--- src/rtl/rc4_stream_ctrl.sv ---
// Sequences the rc4 core (key schedule, optional RC4-drop, per-byte pull) and XORs keystream onto plaintext.
// Plaintext accept -> ciphertext valid is one cycle; s_ready drops while the output register is stalled.
module rc4_stream_ctrl #(
  parameter int unsigned DROP_N  = 0,
  parameter int unsigned TIMEOUT = 1024
) (
  input  logic        clk,
  input  logic        rst_n,
  input  logic        cfg_start,
  input  logic [31:0] cfg_key,
  input  logic [7:0]  cfg_key_len,
  input  logic [15:0] cfg_msg_len,
  input  logic        abort,
  output logic        core_start,
  output logic [31:0] core_key,
  output logic [7:0]  core_key_len,
  output logic        ks_req,
  input  logic        ks_valid,
  input  logic [7:0]  ks_byte,
  input  logic        s_valid,
  input  logic [7:0]  s_data,
  output logic        s_ready,
  output logic        m_valid,
  output logic [7:0]  m_data,
  output logic        m_last,
  input  logic        m_ready,
  output logic        busy,
  output logic        done,
  output logic        err
);

  localparam int unsigned WW = $clog2(TIMEOUT);
  localparam logic [WW-1:0] TO_LAST = WW'(TIMEOUT - 1);

  typedef enum logic [2:0] {IDLE, INIT, DROP, RUN, FLUSH} state_t;

  state_t        state;
  logic [15:0]   bytes_left;
  logic [15:0]   drop_cnt;
  logic [7:0]    kbuf;
  logic          kbuf_full;
  logic [WW-1:0] wait_cnt;
  logic          ks_take;
  logic          accept;
  logic          key_len_ok;
  logic          timeout_hit;

  assign ks_take     = ks_req & ks_valid;
  assign s_ready     = kbuf_full & (bytes_left != 16'd0) & (~m_valid | m_ready);
  assign accept      = s_valid & s_ready;
  assign busy        = (state != IDLE);
  assign key_len_ok  = (cfg_key_len != 8'd0) && (cfg_key_len <= 8'd4);
  // Fires on the TIMEOUT-th consecutive cycle of an unanswered request.
  assign timeout_hit = ks_req & ~ks_valid & (wait_cnt == TO_LAST);

  always_ff @(posedge clk or negedge rst_n) begin
    if (!rst_n) begin
      state        <= IDLE;
      core_start   <= 1'b0;
      core_key     <= '0;
      core_key_len <= '0;
      ks_req       <= 1'b0;
      m_valid      <= 1'b0;
      m_data       <= '0;
      m_last       <= 1'b0;
      done         <= 1'b0;
      err          <= 1'b0;
      kbuf         <= '0;
      kbuf_full    <= 1'b0;
      bytes_left   <= '0;
      drop_cnt     <= '0;
      wait_cnt     <= '0;
    end else begin
      done     <= 1'b0;
      wait_cnt <= (ks_req && !ks_valid) ? wait_cnt + WW'(1) : '0;
      if (state != IDLE && (abort || timeout_hit)) begin
        state      <= IDLE;
        core_start <= 1'b0;
        ks_req     <= 1'b0;
        m_valid    <= 1'b0;
        m_last     <= 1'b0;
        kbuf_full  <= 1'b0;
        bytes_left <= '0;
        drop_cnt   <= '0;
        wait_cnt   <= '0;
        if (!abort) err <= 1'b1;
      end else begin
        case (state)
          IDLE: begin
            if (cfg_start) begin
              core_key     <= cfg_key;
              core_key_len <= cfg_key_len;
              bytes_left   <= cfg_msg_len;
              err          <= ~key_len_ok;
              if (key_len_ok) begin
                state      <= INIT;
                core_start <= 1'b1;
              end
            end
          end
          INIT: begin
            drop_cnt <= 16'(DROP_N);
            if (DROP_N != 0) begin
              state  <= DROP;
              ks_req <= 1'b1;
            end else if (bytes_left == 16'd0) begin
              state <= FLUSH;
            end else begin
              state <= RUN;
            end
          end
          DROP: begin
            if (ks_take) begin
              ks_req <= 1'b0;
              if (drop_cnt != 16'd0) drop_cnt <= drop_cnt - 16'd1;
              if (drop_cnt <= 16'd1) state <= (bytes_left == 16'd0) ? FLUSH : RUN;
            end else begin
              ks_req <= 1'b1;
            end
          end
          RUN: begin
            // Request for the next byte is raised straight from the accept so the core sees no idle gap.
            if (ks_take) begin
              kbuf      <= ks_byte;
              kbuf_full <= 1'b1;
              ks_req    <= 1'b0;
            end else if (accept) begin
              kbuf_full  <= 1'b0;
              bytes_left <= bytes_left - 16'd1;
              ks_req     <= (bytes_left > 16'd1);
            end else if (!kbuf_full && bytes_left != 16'd0) begin
              ks_req <= 1'b1;
            end
            if (accept) begin
              m_valid <= 1'b1;
              m_data  <= s_data ^ kbuf;
              m_last  <= (bytes_left == 16'd1);
            end else if (m_ready) begin
              m_valid <= 1'b0;
              m_last  <= 1'b0;
            end
            if (bytes_left == 16'd0) state <= FLUSH;
          end
          FLUSH: begin
            if (m_ready) begin
              m_valid <= 1'b0;
              m_last  <= 1'b0;
            end
            if (!m_valid) begin
              done       <= 1'b1;
              core_start <= 1'b0;
              state      <= IDLE;
            end
          end
          default: state <= IDLE;
        endcase
      end
    end
  end

endmodule

--- config.mk ---
export PLATFORM = sky130hd
export DESIGN_NAME = rc4_stream_ctrl
export DESIGN_NICKNAME = d
export VERILOG_FILES = /design/src/rtl/rc4_stream_ctrl.sv
export SDC_FILE = /design/constraint.sdc
export NUM_CORES = 1
export LEC_CHECK = 0
export CORE_MARGIN = 2
export CORE_UTILIZATION = 53
export DETAILED_ROUTE_END_ITERATION = 12
export PLACE_DENSITY = 0.83
export SLEW_MARGIN = 5
export SYNTH_ARGS = -nofsm -noshare
export SYNTH_HDL_FRONTEND = slang
export SYNTH_SLANG_ARGS = --single-unit
--- constraint.sdc ---
create_clock -name clk -period 3.71 [get_ports clk]
set_input_delay 1.113 -clock clk [delete_from_list [all_inputs] [get_ports clk]]
set_output_delay 1.113 -clock clk [all_outputs]
set_load 0.05 [all_outputs]
Word level (Yosys, flattened, before mapping)
Index checks and enable logic that the tools add are counted.
- bits in writable memories: 0
- bits in latches: 0
- input port bits: 79
- bits in read-only memories: 0
- bits in registers: 108
- output and inout bits: 56
- memories: 0
- multiply operators: 0
- div/mod/pow operators: 0
- equal/unequal tests: 17
- shifts and indexed selects: 0
- mux-type cells: 50
- bitwise operators: 12
- add/sub/neg operators: 3
- reductions and logical operators: 32
- magnitude comparators: 3
- operator list (cell ; number):
    two-way mux 16 bit ; 7
    case mux 16 bit (2 select lines) ; 2
    nonzero test 16 bit ; 2
    subtractor 16 x 1 -> 16 bit, second input constant ; 2
    != test 3 bit, second input constant ; 9
    two-way mux 1 bit ; 26
    two-way mux 3 bit ; 8
    nonzero test 3 bit ; 7
    two-way mux 10 bit ; 2
    equality test 16 x 1 -> 1 bit, second input constant ; 1
    > comparator 16 x 1 -> 1 bit, second input constant ; 1
    less-or-equal comparator 16 x 1 -> 1 bit, second input constant ; 1
    zero test 16 bit ; 1
    case mux 3 bit (5 select lines) ; 1
    AND reduction 3 bit ; 5
    adder 10 x 1 -> 10 bit, second input constant ; 1
    equality test 10 bit, second input constant ; 1
    less-or-equal comparator 8 x 3 -> 1 bit, second input constant ; 1
    case mux 1 bit (2 select lines) ; 4
    AND reduction 4 bit ; 2
    nonzero test 8 bit ; 1
    bitwise XOR 8 bit ; 1
    AND 1 bit ; 6
    equality test 3 x 2 -> 1 bit, second input constant ; 2
    13 further kinds ; 23

Depth between registers and ports, before layout
- word-level depth: 8
- gate-level depth with buffers: 9
- mapped depth without buffers: 8

Worst setup path before layout
Ideal clock, no wire load.
- path type: input to output
- start point: input port m_ready
- end point: output port s_ready
- stages on the path: 3
- slack: 0.630 ns
- arrival time: 1.967 ns
- cell sequence: nand2b_1 > nand2_1 > nor2_1
- cells in the longest elaborated chain, start to end: 2
- ends and longest elaborated chain (what ; RTL line ; RTL):
    from (decl) ; 26 ; input logic m_ready,
    bitwise OR 1 bit ; 49 ; assign s_ready = kbuf_full & (bytes_left != 16'd0) & (~m_valid | m_ready);
    AND 1 bit ; 49 ;
    to (decl) ; 22 ; output logic s_ready,
No other way between the ends.

Worst setup path in the final report
- start point: register bytes_left[11]
- end point: output port s_ready
- cells in the longest elaborated chain, start to end: 3
- ends and longest elaborated chain (what ; RTL line ; RTL):
    from (decl) ; 38 ; logic [15:0] bytes_left;
    from (signal assigned) ; 93 ; bytes_left <= cfg_msg_len;
    from (signal assigned) ; 129 ; bytes_left <= bytes_left - 16'd1;
    nonzero test 16 bit ; 49 ;
    AND 1 bit (2 in series) ; 49 ;
No other way between the ends.

==> results.toml <==
[floorplanning]
core-area_mm2 = 0.009819
initial_utilization_pct = 54.82
std_cell_rows = 36
ioPinCount = 135
fp.dieH_um = 104.8
dieArea_mm2 = 0.01098
die_x_um = 104.8

[timing]
slew_headroom_pct = 44.51
worstMarginPinSlew_ns = 0.8293
holdWs_ns = 0.4701
rsz0062_at_grt = "false"
fin_tns_setup_ns = 0
timing.fmax_mhz = 281.3
clock_skew_ns = 0.01054
post-route-worst-setup-slack_ns = 0.1553
post-route-period-util_pct = 95.82
drv_slew = 0
timing.final.crit_period_ns = 3.555
finalSetupViolCount = 0
hold_violations = 0

[placement]
place_area_mm2 = 0.006900
portBuffers = 134
hpwlAfterDp_mm = 10.54
pre_cts_ws_ns = 0.1609
globalplace.congestion = 0.9067
place_inst = 852

[global_routing]
antenna_found_initial = 0
grt_pass1_wl_mm = 24.94
first_global_vias = 5139
overflow = 0
gr-usage-all-layers_pct = 28.25
grt_max_degree = 56

[power]
ir_drop_uv = 694.0
cellPowerDensity_mw_per_mm2 = 806.5
power_leakage_nw = 3.140
finalPower_mw = 5.706

[critical_path]
cpPeakStageDelay_ns = 0.48
worstSetupStartpointType = "flop"
worstPathCellList = "or3_1 -> or3_1 -> nor2_1 -> nor2_1 -> buf_12"
critPathKind = "reg2out"
cp.required_ns = 2.60
cp.arrival_ns = 2.44
critPathMaxFanout = 6
end_kind = "output port"
cp_slowest_cell = "or3_1"

[cts]
numCtsBuffers = 9
clk_path_buf_depth = 2
ctsHoldBuffers = 0
clkSinkCount = 108
clk_pin_slew_ns = 0.10
cts_tree = "built"
clkLatencyLatePin_ns = 0.38
postCtsSetupBuffers = 0
cts_resized = 0
clockRootBuffer = "clkbuf_8"
htree_levels = 3

[yosys]
synth_edf_count = 0
synth_top_area_cell = "dfrtp_1"
synth_async_sr_flop_share_pct = 100.0
synth_seq_cells = 108
synth_cells = 592
syn_area_per_cell_um2 = 9.092
synth_area_leaders = "dfrtp_1 50%, nand2_1 11%, nor2_1 3.8%"
yosysWarnings = 0
synthFlopType = "dfrtp_1"
synthesis.area_mm2 = 0.005383
synth.distinct_cells = 71
synth_top_area_share_pct = 50.21
synth_nets = 677
ys_seq_area_share_pct = 50.21

[route]
top_layer = "met4"
routed_wl_mm = 14.33
detail-route-antenna-nets = 0
drcViolationCount = 0
via_count = 4862
viasPerCell = 5.608
first_iter_violations = 324
dr_wl_met3_mm = 1.394
wl_met1_mm = 5.492
routed-wl-met2_mm = 7.254
first_pass_iters = 4
wl_per_cell_um = 16.53

[layout]
area_delta_synth_final_pct = 31.45
fin_area_mm2 = 0.007076
multi_input_comb_area_mm2 = 0.002521
seqCellArea_mm2 = 0.002703
fin_util_pct = 72.06
nets = 815
layout.cells.non_filler = 867
diodes = 0
nFillCells = 759
drive_above_1_share_pct = 8.311

[status]
run_status = "complete, no violations"

[run]
maxCapViolCount = 0

[hold_path]
hold_path_class = "reg2reg"
## critical path: cells and delay by family (launching register included)
kind	cells	cell delay, ns
DFF	1	0.44
buffers and inverters	1	0.18
and+or+nand+nor	4	1.44
## metal layers
layer,up-vias,GRT usage (%)
li1,2318,-
met1,2331,33.85
met2,196,48.10
met3,17,10.67
met4,0,6.952
met5,-,0
## power by group
group	leakage [nW]	internal [mW]	total, mW	switching [mW]
Sequential	1.40	1.58	1.91	0.337
Combinational	1.65	1.14	3.12	1.98
Clock	0.0917	0.267	0.675	0.408
Total	3.14	2.98	5.71	2.73
## Yosys cell counts (2+ instances only)
library cell	n
a22oi_1	4
nand3b_1	3
nand2b_1	3
inv_1	11
nand4_1	4
o21ai_0	34
or4_4	2
a31oi_1	2
a41oi_1	2
ha_1	6
a22o_1	9
a211oi_1	2
mux2_2	8
and3_1	3
a21o_1	3
o211ai_1	2
a21oi_1	26
or3_1	6
and4_1	2
buf_2	7
or4_1	3
nand3_1	15
o311ai_0	4
and2_1	6
clkbuf_1	13
o41ai_1	3
nand2_1	163
o31ai_1	7
dfrtp_1	108
or2_2	3
nor3_1	9
nor4_1	4
o2111ai_1	2
nor2_1	54
xor2_1	5
xnor2_1	19
## cell families after synthesis
kind of cell	count (synthesis)	share of synthesized area, %
and+or+nand+nor	295	24.85
AOI/OAI and AO/OA	117	15.02
DFF	108	50.21
buffers and inverters	34	2.952
xor gates and xnor gates	24	3.905
muxes	8	1.674
adders and majority gates	6	1.395
## state kept, by name, summed over array words and instances (netlist names)
signal        count
kbuf_full         1
m_valid           1
core_key_len      8
kbuf              8
wait_cnt         10
bytes_left       16
core_start        1
m_data            8
m_last            1
core_key         32
err               1
state             3
done              1
ks_req            1
drop_cnt         16
## placed cells by master, fill, tap and decap left out, types with 3 or more instances in the layout
cell type,synthesis,routed
nand2b_1,3,3
o41ai_1,3,3
and3_1,3,3
nand3b_1,3,3
or4_1,3,3
clkbuf_8,1,10
o311ai_0,4,3
a21oi_1,26,26
clkdlybuf4s50_1,0,132
or3_1,6,6
mux2_2,8,8
dfrtp_1,108,108
o21ai_0,34,34
nor2_1,54,54
nor3_1,9,9
or2_2,3,3
nand2_1,163,163
nand4_1,4,4
nor4_1,4,4
and2_1,6,6
buf_4,0,17
nand3_1,15,15
a21o_1,3,3
inv_1,11,11
a22o_1,9,9
xnor2_1,19,19
a22oi_1,4,4
xor2_1,5,5
ha_1,6,6
o31ai_1,7,7
## cell type report
type / instances / area share (%)
Timing Repair Buffer: 150 / 20.76
Inverter: 11 / 0.5836
Sequential cell: 108 / 38.20
Clock inverter: 4 / 0.4775
Clock buffer: 11 / 1.998
Multi-Input combinational cell: 450 / 35.63
Tap cell: 133 / 2.352
## worst paths after layout
check,start,to,slack [ns],cells after the start
worst max-delay path,bytes_left[11],s_ready,0.16,5
worst min-delay path,wait_cnt[0],wait_cnt[0],0.47,1
worst max register to register,wait_cnt[0],kbuf[5],1.09,6
worst min register to register,wait_cnt[0],wait_cnt[0],0.47,1
max in group asynchronous,rst_n,core_key[10],2.20,2
min in group asynchronous,rst_n,bytes_left[11],0.76,1
No activity file was read; power rests on OpenSTA's default activity.
